==> src/rtl/fir1_pkg.sv <==
// Shared types, coefficients and output rounding for the 11-tap half-band FIR.
// FIR1_SAT_EN selects saturation of the output; otherwise it wraps to 14 bits.
package fir1_pkg;

  localparam int DW    = 14;
  localparam int CW    = 16;
  localparam int NTAPS = 11;
  localparam int AW    = DW + CW + 4;
  localparam int FRAC  = CW - 1;

  typedef logic signed [DW-1:0] sample_t;
  typedef logic signed [DW:0]   preadd_t;
  typedef logic signed [CW-1:0] coef_t;
  typedef logic signed [AW-1:0] acc_t;

  localparam coef_t COEFF [NTAPS] = '{
    16'sd186, 16'sd0, -16'sd1528, 16'sd0, 16'sd9535, 16'sd16384,
    16'sd9535, 16'sd0, -16'sd1528, 16'sd0, 16'sd186
  };

  localparam sample_t SMAX = sample_t'((1 << (DW - 1)) - 1);
  localparam sample_t SMIN = sample_t'(-(1 << (DW - 1)));

  // Round half up at the Q1.15 binary point, then clamp or wrap to DW bits.
  function automatic sample_t sat_round(input acc_t acc);
    acc_t    rnd;
    sample_t res;
    rnd = (acc + (acc_t'(1) <<< (FRAC - 1))) >>> FRAC;
`ifdef FIR1_SAT_EN
    if (rnd > acc_t'(SMAX)) begin
      res = SMAX;
    end else if (rnd < acc_t'(SMIN)) begin
      res = SMIN;
    end else begin
      res = sample_t'(rnd);
    end
`else
    res = sample_t'(rnd);
`endif
    return res;
  endfunction

endpackage

==> src/rtl/fir1_filter_tap_mac.sv <==
// Symmetric pre-adder followed by a constant-coefficient multiply.
module fir1_tap_mac
  import fir1_pkg::*;
#(
  parameter coef_t COEF = '0
) (
  input  logic signed [DW-1:0] a,
  input  logic signed [DW-1:0] b,
  output logic signed [AW-1:0] prod
);

  preadd_t pre;

  always_comb begin
    pre  = preadd_t'(a) + preadd_t'(b);
    prod = acc_t'(pre) * acc_t'(COEF);
  end

endmodule

==> src/rtl/fir1_filter.sv <==
// 11-tap symmetric half-band FIR: delay line, folded taps, adder tree and
// registered rounded output. Define FIR1_SAT_EN for output saturation.
module fir1_filter
  import fir1_pkg::*;
(
  input  logic                 clk,
  input  logic                 reset,
  input  logic signed [DW-1:0] X,
  output logic signed [DW-1:0] Y
);

  localparam int NPAIR = NTAPS / 2 + 1;

  sample_t d_q [1:NTAPS-1];
  sample_t d_d [1:NTAPS-1];
  sample_t tap [NTAPS];
  acc_t    prod [NPAIR];
  acc_t    acc;
  sample_t y_d, y_q;

  always_comb begin
    tap[0] = X;
    for (int unsigned k = 1; k < NTAPS; k++) begin
      tap[k] = d_q[k];
    end
  end

  // Fold tap k with tap NTAPS-1-k; the centre tap has no partner and zero
  // coefficients produce no hardware.
  generate
    for (genvar p = 0; p < NPAIR; p++) begin : g_pair
      if (COEFF[p] == '0) begin : g_zero
        assign prod[p] = '0;
      end else if (p == NTAPS - 1 - p) begin : g_center
        fir1_tap_mac #(.COEF(COEFF[p])) u_mac (
          .a    (tap[p]),
          .b    ('0),
          .prod (prod[p])
        );
      end else begin : g_sym
        fir1_tap_mac #(.COEF(COEFF[p])) u_mac (
          .a    (tap[p]),
          .b    (tap[NTAPS-1-p]),
          .prod (prod[p])
        );
      end
    end
  endgenerate

  always_comb begin
    acc = '0;
    for (int unsigned p = 0; p < NPAIR; p++) begin
      acc = acc + prod[p];
    end
    y_d = sat_round(acc);
    d_d[1] = X;
    for (int unsigned k = 2; k < NTAPS; k++) begin
      d_d[k] = d_q[k-1];
    end
  end

  always_ff @(posedge clk) begin
    if (reset) begin
      y_q <= '0;
      for (int unsigned k = 1; k < NTAPS; k++) begin
        d_q[k] <= '0;
      end
    end else begin
      y_q <= y_d;
      d_q <= d_d;
    end
  end

  assign Y = y_q;

endmodule

==> config.mk <==
export PLATFORM = sky130hd
export DESIGN_NAME = fir1_filter
export DESIGN_NICKNAME = d
export VERILOG_FILES = /design/src/rtl/fir1_pkg.sv /design/src/rtl/fir1_filter_tap_mac.sv /design/src/rtl/fir1_filter.sv
export SDC_FILE = /design/constraint.sdc
export NUM_CORES = 1
export LEC_CHECK = 0
export ABC_AREA = 1
export CAP_MARGIN = 20
export CORE_MARGIN = 4
export CORE_UTILIZATION = 45
export DETAILED_ROUTE_END_ITERATION = 10
export SYNTH_ARGS = -nofsm -noshare
export SYNTH_HDL_FRONTEND = slang
export SYNTH_SLANG_ARGS = --single-unit
==> constraint.sdc <==
create_clock -name clk -period 15.8 [get_ports clk]
set_input_delay 3.16 -clock clk [delete_from_list [all_inputs] [get_ports clk]]
set_output_delay 3.16 -clock clk [all_outputs]
set_load 0.01 [all_outputs]
### After elaboration in Yosys (flattened, before gate mapping)

Cells that the tools add are included.

* flip-flop bits (word level): 154
* input port bits: 16
* output and inout bits: 14
* logic and storage cells: 21

* add/sub/neg operators: 7
* $mul: 3

Operators with widths (count)
* 14-bit by 14-bit adder with 15-bit output: 3
* 29-bit by 16-bit adder with 29-bit output, second input constant: 1
* 29-bit by 28-bit adder with 29-bit output: 1
* 29-bit adder: 1
* 15-bit by 15-bit multiplier with 29-bit output, second input constant: 1
* 24-bit by 27-bit adder with 28-bit output: 1
* 15-bit by 9-bit multiplier with 24-bit output, second input constant: 1
* 15-bit by 8-bit multiplier with 23-bit output, second input constant: 1

### Depth between registers and ports, before layout

Gate-level depths: netlist of run 1.

* depth after elaboration: 6
* depth in mapped cells: 58
* gate-level depth less buffers: 58

### By module

Synthesis of run 1 repeated with hierarchy kept, for this count alone.

* cells, all modules: 2883
* area total of the unflattened synthesis: 20993.9 um^2

Modules (own cells, without submodules)
* fir1_filter: times used 1, cells each 999, area an instance 7902.6 um^2, seq. area each 3083.0 um^2
* fir1_tap_mac (g_pair[4].g_sym.u_mac): times used 1, cells each 771, area an instance 5694.2 um^2, seq. area each 0.0 um^2
* fir1_tap_mac (g_pair[0].g_sym.u_mac): times used 1, cells each 544, area an instance 3628.5 um^2, seq. area each 0.0 um^2
* fir1_tap_mac (g_pair[2].g_sym.u_mac): times used 1, cells each 394, area an instance 2801.4 um^2, seq. area each 0.0 um^2
* fir1_tap_mac (g_pair[5].g_center.u_mac): times used 1, cells each 175, area an instance 967.2 um^2, seq. area each 0.0 um^2

### Worst setup path after synthesis of run 1

No wires, ideal clock.

* path kind: input-to-reg
* from: input port X[4]
* to: register y_q[13] (netlist: Y[13])
* setup time: 115 ps
* arrival: 12159 ps
* data required time: 15685 ps
* slack: 3526 ps
* stages: 45
* path buffers: 0
* cell sequence: ha_1 > a21oi_1 > nor2_1 > o21ai_1 > nand3_1 > a21boi_0 > xor2_1 > fa_1 > ha_1 > fa_1 > inv_1 > fa_1 > inv_1 > ha_1 > a21oi_1 > o21ai_0 > inv_1 > nor2_1 > [... 9 more ...] > nand2_1 > ha_1 > fa_1 > inv_1 > fa_1 > inv_1 > fa_1 > inv_1 > fa_1 > inv_1 > ha_1 > a21oi_1 > a21boi_0 > nand2_1 > a21oi_1 > nand3_1 > nand2_1 > nor2_1

* cells in the longest elaborated chain, start to end: 6

RTL lines
* start: declaration: RTL line fir1_filter.sv:8 `input logic signed [DW-1:0] X,`
* 14-bit by 14-bit adder with 15-bit output: RTL line fir1_filter_tap_mac.sv:15 `pre = preadd_t'(a) + preadd_t'(b);`
* 15-bit by 8-bit multiplier with 23-bit output: RTL line fir1_filter_tap_mac.sv:16 `prod = acc_t'(pre) * acc_t'(COEF);`
* 24-bit by 27-bit adder with 28-bit output: RTL line fir1_filter.sv:53 `acc = acc + prod[p];`
* 29-bit adder: RTL line fir1_filter.sv:53
* 29-bit by 28-bit adder with 29-bit output: RTL line fir1_filter.sv:53
* 29-bit by 16-bit adder with 29-bit output: RTL line fir1_pkg.sv:28 `rnd = (acc + (acc_t'(1) <<< (FRAC - 1))) >>> FRAC;`
* end signal: assignment: RTL line fir1_filter.sv:69 `y_q <= y_d;`
* end: declaration: RTL line fir1_filter.sv:19 `sample_t y_d, y_q;`

Every way passes these cells.
A chain may end at the register's enable or synchronous reset.

### Worst setup path after layout of run 1

* from: input port X[4]
* to: register y_q[12] (netlist: Y[12])

Same word-level chain as after synthesis.

==> results of run 1 <==
[worst min-delay path: cells and delay by family, from the launching register on]
kind / cells / cell delay [ps]
flops: 1 / 300
buf+inv: 1 / 40
simple gates: 1 / 30
[final cells by class]
cell class,instances,area [sq um],area share
flip-flops and latches,154,3080,0.154
well taps,532,666,0.0332
inverters,658,2470,0.123
clock buffers,17,425,0.0212
clock inverters,15,185,0.00924
repair buffers,36,340,0.0170
multi-input cells,1618,12900,0.642
[worst min path at each step]
stage | to | slack [ps] | cells past startpoint
3_3_place_gp | d_d[103] | 390 | 2
6_report | d_d[102] | 390 | 2
5_1_grt | d_d[100] | 410 | 2
3_5_place_dp | d_d[107] | 390 | 2
2_1_floorplan | d_d[100] | 390 | 2
4_1_cts | d_d[18] | 400 | 2
[per-stage QoR]
step,worst slack [ps],instance area [sq um],hold slack (ps)
global placement,1350,19400,391
finish,1950,20000,395
floorplan,3530,18500,388
CTS,1920,20000,397
detailed placement,1430,19400,394
global route,1100,20000,412
[placed cells by master, fill, tap and decap left out, types with 3 or more instances in the layout]
cell	netlist	final
nand2_2	14	14
o21ai_0	49	49
a21oi_2	3	3
a21o_1	11	11
a31oi_1	6	6
o21ai_1	5	5
nor3_1	16	16
nor2_1	268	268
o211ai_1	3	3
nand2_1	390	390
buf_4	0	8
clkdlybuf4s50_1	0	28
xnor2_1	27	27
xor2_1	62	62
a21oi_1	111	111
ha_1	302	302
nand4_1	18	18
a21boi_0	6	6
inv_6	0	4
and2_1	3	3
inv_1	657	657
nand3_1	98	98
nand3_2	3	3
fa_1	184	184
dfxtp_1	154	154
o21bai_1	19	19
clkbuf_16	0	17
[flip-flops by register name, indices dropped and copies added, names as in the netlist]
| signal | flops |
|---|---|
| d_d | 126 |
| Y | 14 |
| d_q | 14 |
[layer usage]
layer  wire [microns]  GRT usage  vias up
li1                 -          -     7497
met1            20400      0.264     6713
met2            24200      0.409      184
met3              987     0.0250       82
met4             1810     0.0888        0
met5                0          0        -
[logic make-up (layout without fill, tap and decap cells)]
kind of cell,after synthesis,in the layout,share of synthesized area
and+or+nand+nor,820,820,0.182
buffers and inverters,676,726,0.138
adders and majority gates,486,486,0.403
AOI/OAI and AO/OA,222,222,0.0681
DFF,154,154,0.167
xor gates and xnor gates,90,90,0.0430
==> impl_metrics.env, run 1 <==
export IMPL_status="finished clean"
export IMPL_end_kind="flip-flop"
export IMPL_cts_root_buf="clkbuf_16"
export IMPL_portBuffers=29
export IMPL_viasPerCell=4.78
export IMPL_cts_setup_buffers=0
export IMPL_drive_gt1_frac=0.0280
export IMPL_ys_flop_type="dfxtp_1"
export IMPL_layout_nets=2987
export IMPL_syn_cell_area_sq_um=18500
export IMPL_setup_violations_final=0
export IMPL_yosysUniqueCellTypes=42
export IMPL_async_flop_share=0
export IMPL_antenna_found_initial=0
export IMPL_syn_avg_cell_area_sq_um=7.56
export IMPL_hp_class="flip-flop to flip-flop"
export IMPL_drt_iter0_drc=576
export IMPL_rrSetupSlack_ps=4680
export IMPL_clockBufferDepth=2
export IMPL_fp_row_count=74
export IMPL_max_stage_delay_ps=560
export IMPL_fin_cells=3030
export IMPL_grt_overflow_total=0
export IMPL_drt_pass1_iter_count=5
export IMPL_synth_edf_count=0
export IMPL_track_usage=0.222
export IMPL_cts_hold_buf=0
export IMPL_clk_pin_slew_ps=70
export IMPL_area_growth_syn_to_layout_pct=8.33
export IMPL_rsz0062_at_grt="false"
export IMPL_finalSetupTns_ps=0
export IMPL_synth_top_cell_area_share=0.204
export IMPL_clkSinkCount=154
export IMPL_tightest_slew_ps=869
export IMPL_rr_worst_depth=42
export IMPL_htreeDepth=4
export IMPL_crit_end="Y[12]"
export IMPL_hpwl_mm=41.3
export IMPL_ys_seq_area_frac=0.167
export IMPL_r2r_end="Y[12]"
export IMPL_wirelength_mm=47.4
export IMPL_drcViolationCount=0
export IMPL_netlist_top_cells_count="inv_1, nand2_1, ha_1"
export IMPL_path_max_fanout=5
export IMPL_ys_ff_latch=154
export IMPL_ys_top_cells_by_area="ha_1, fa_1, dfxtp_1"
export IMPL_setup_worst_path_class="primary input to flip-flop"
export IMPL_core_area_sq_um=40700
export IMPL_dp_cells=2998
export IMPL_ant_nets=0
export IMPL_arrival_ps=14210
export IMPL_insertion_delay_ps=480
export IMPL_maxSlewHeadroom=0.421
export IMPL_critPathBufInv=10
export IMPL_fmax_ghz=0.0722
export IMPL_wl_per_cell_microns=15.7
export IMPL_worstPathRequired_ps=16160
export IMPL_grt_max_degree=91
export IMPL_r2r_start="d_d[14]"
export IMPL_fill_cells=4099
export IMPL_yosysWarnings=0
export IMPL_cp_slowest_cell="xor2_1"
export IMPL_post_route_period_util=0.876
export IMPL_maxCapViolations=0
export IMPL_period_minus_slack_ps=13850
export IMPL_cp_depth=49
export IMPL_die_h_microns=211
export IMPL_synth_most_common_cell="inv_1"
export IMPL_num_antenna_cells=0
export IMPL_grt_pass1_vias=15300
export IMPL_grt_pass1_wl_mm=77.4
export IMPL_die_area_sq_um=44400
export IMPL_cpMostUsedCell="inv_1"
export IMPL_hold_viol=0
export IMPL_fin_skew_ps=14.7
export IMPL_setup_worst_path_start="X[4]"
export IMPL_cts_tree="yes"
export IMPL_synth_nets=2950
export IMPL_routabilityCongestion=0.978
export IMPL_hold_start="d_d[116]"
export IMPL_cts_resized=0
export IMPL_startpoint_type="primary input"
export IMPL_slew_violations=0
export IMPL_crit_family="adder cells"
export IMPL_die_w_microns=211
export IMPL_ios=30
export IMPL_finish_utilization=0.492
export IMPL_post_synth_top_area_cell="ha_1"
export IMPL_start_util=0.454
export IMPL_netlist_instances=2448
export IMPL_num_vias=14500
export IMPL_cts_buffers=17
Power of run 1 is left out: the tool's default activity adds up to more than one toggle a clock period on the data nets, which glitch-free logic cannot reach.
==> run 2, diff against run 1 <==
- CTS_CLUSTER_SIZE: unset -> 10
- SLEW_MARGIN: unset -> 10
==> results of run 2 <==
No change in the layout: final DEF, timing and power equal those of run 1.
Power of run 2 is left out for the same reason.
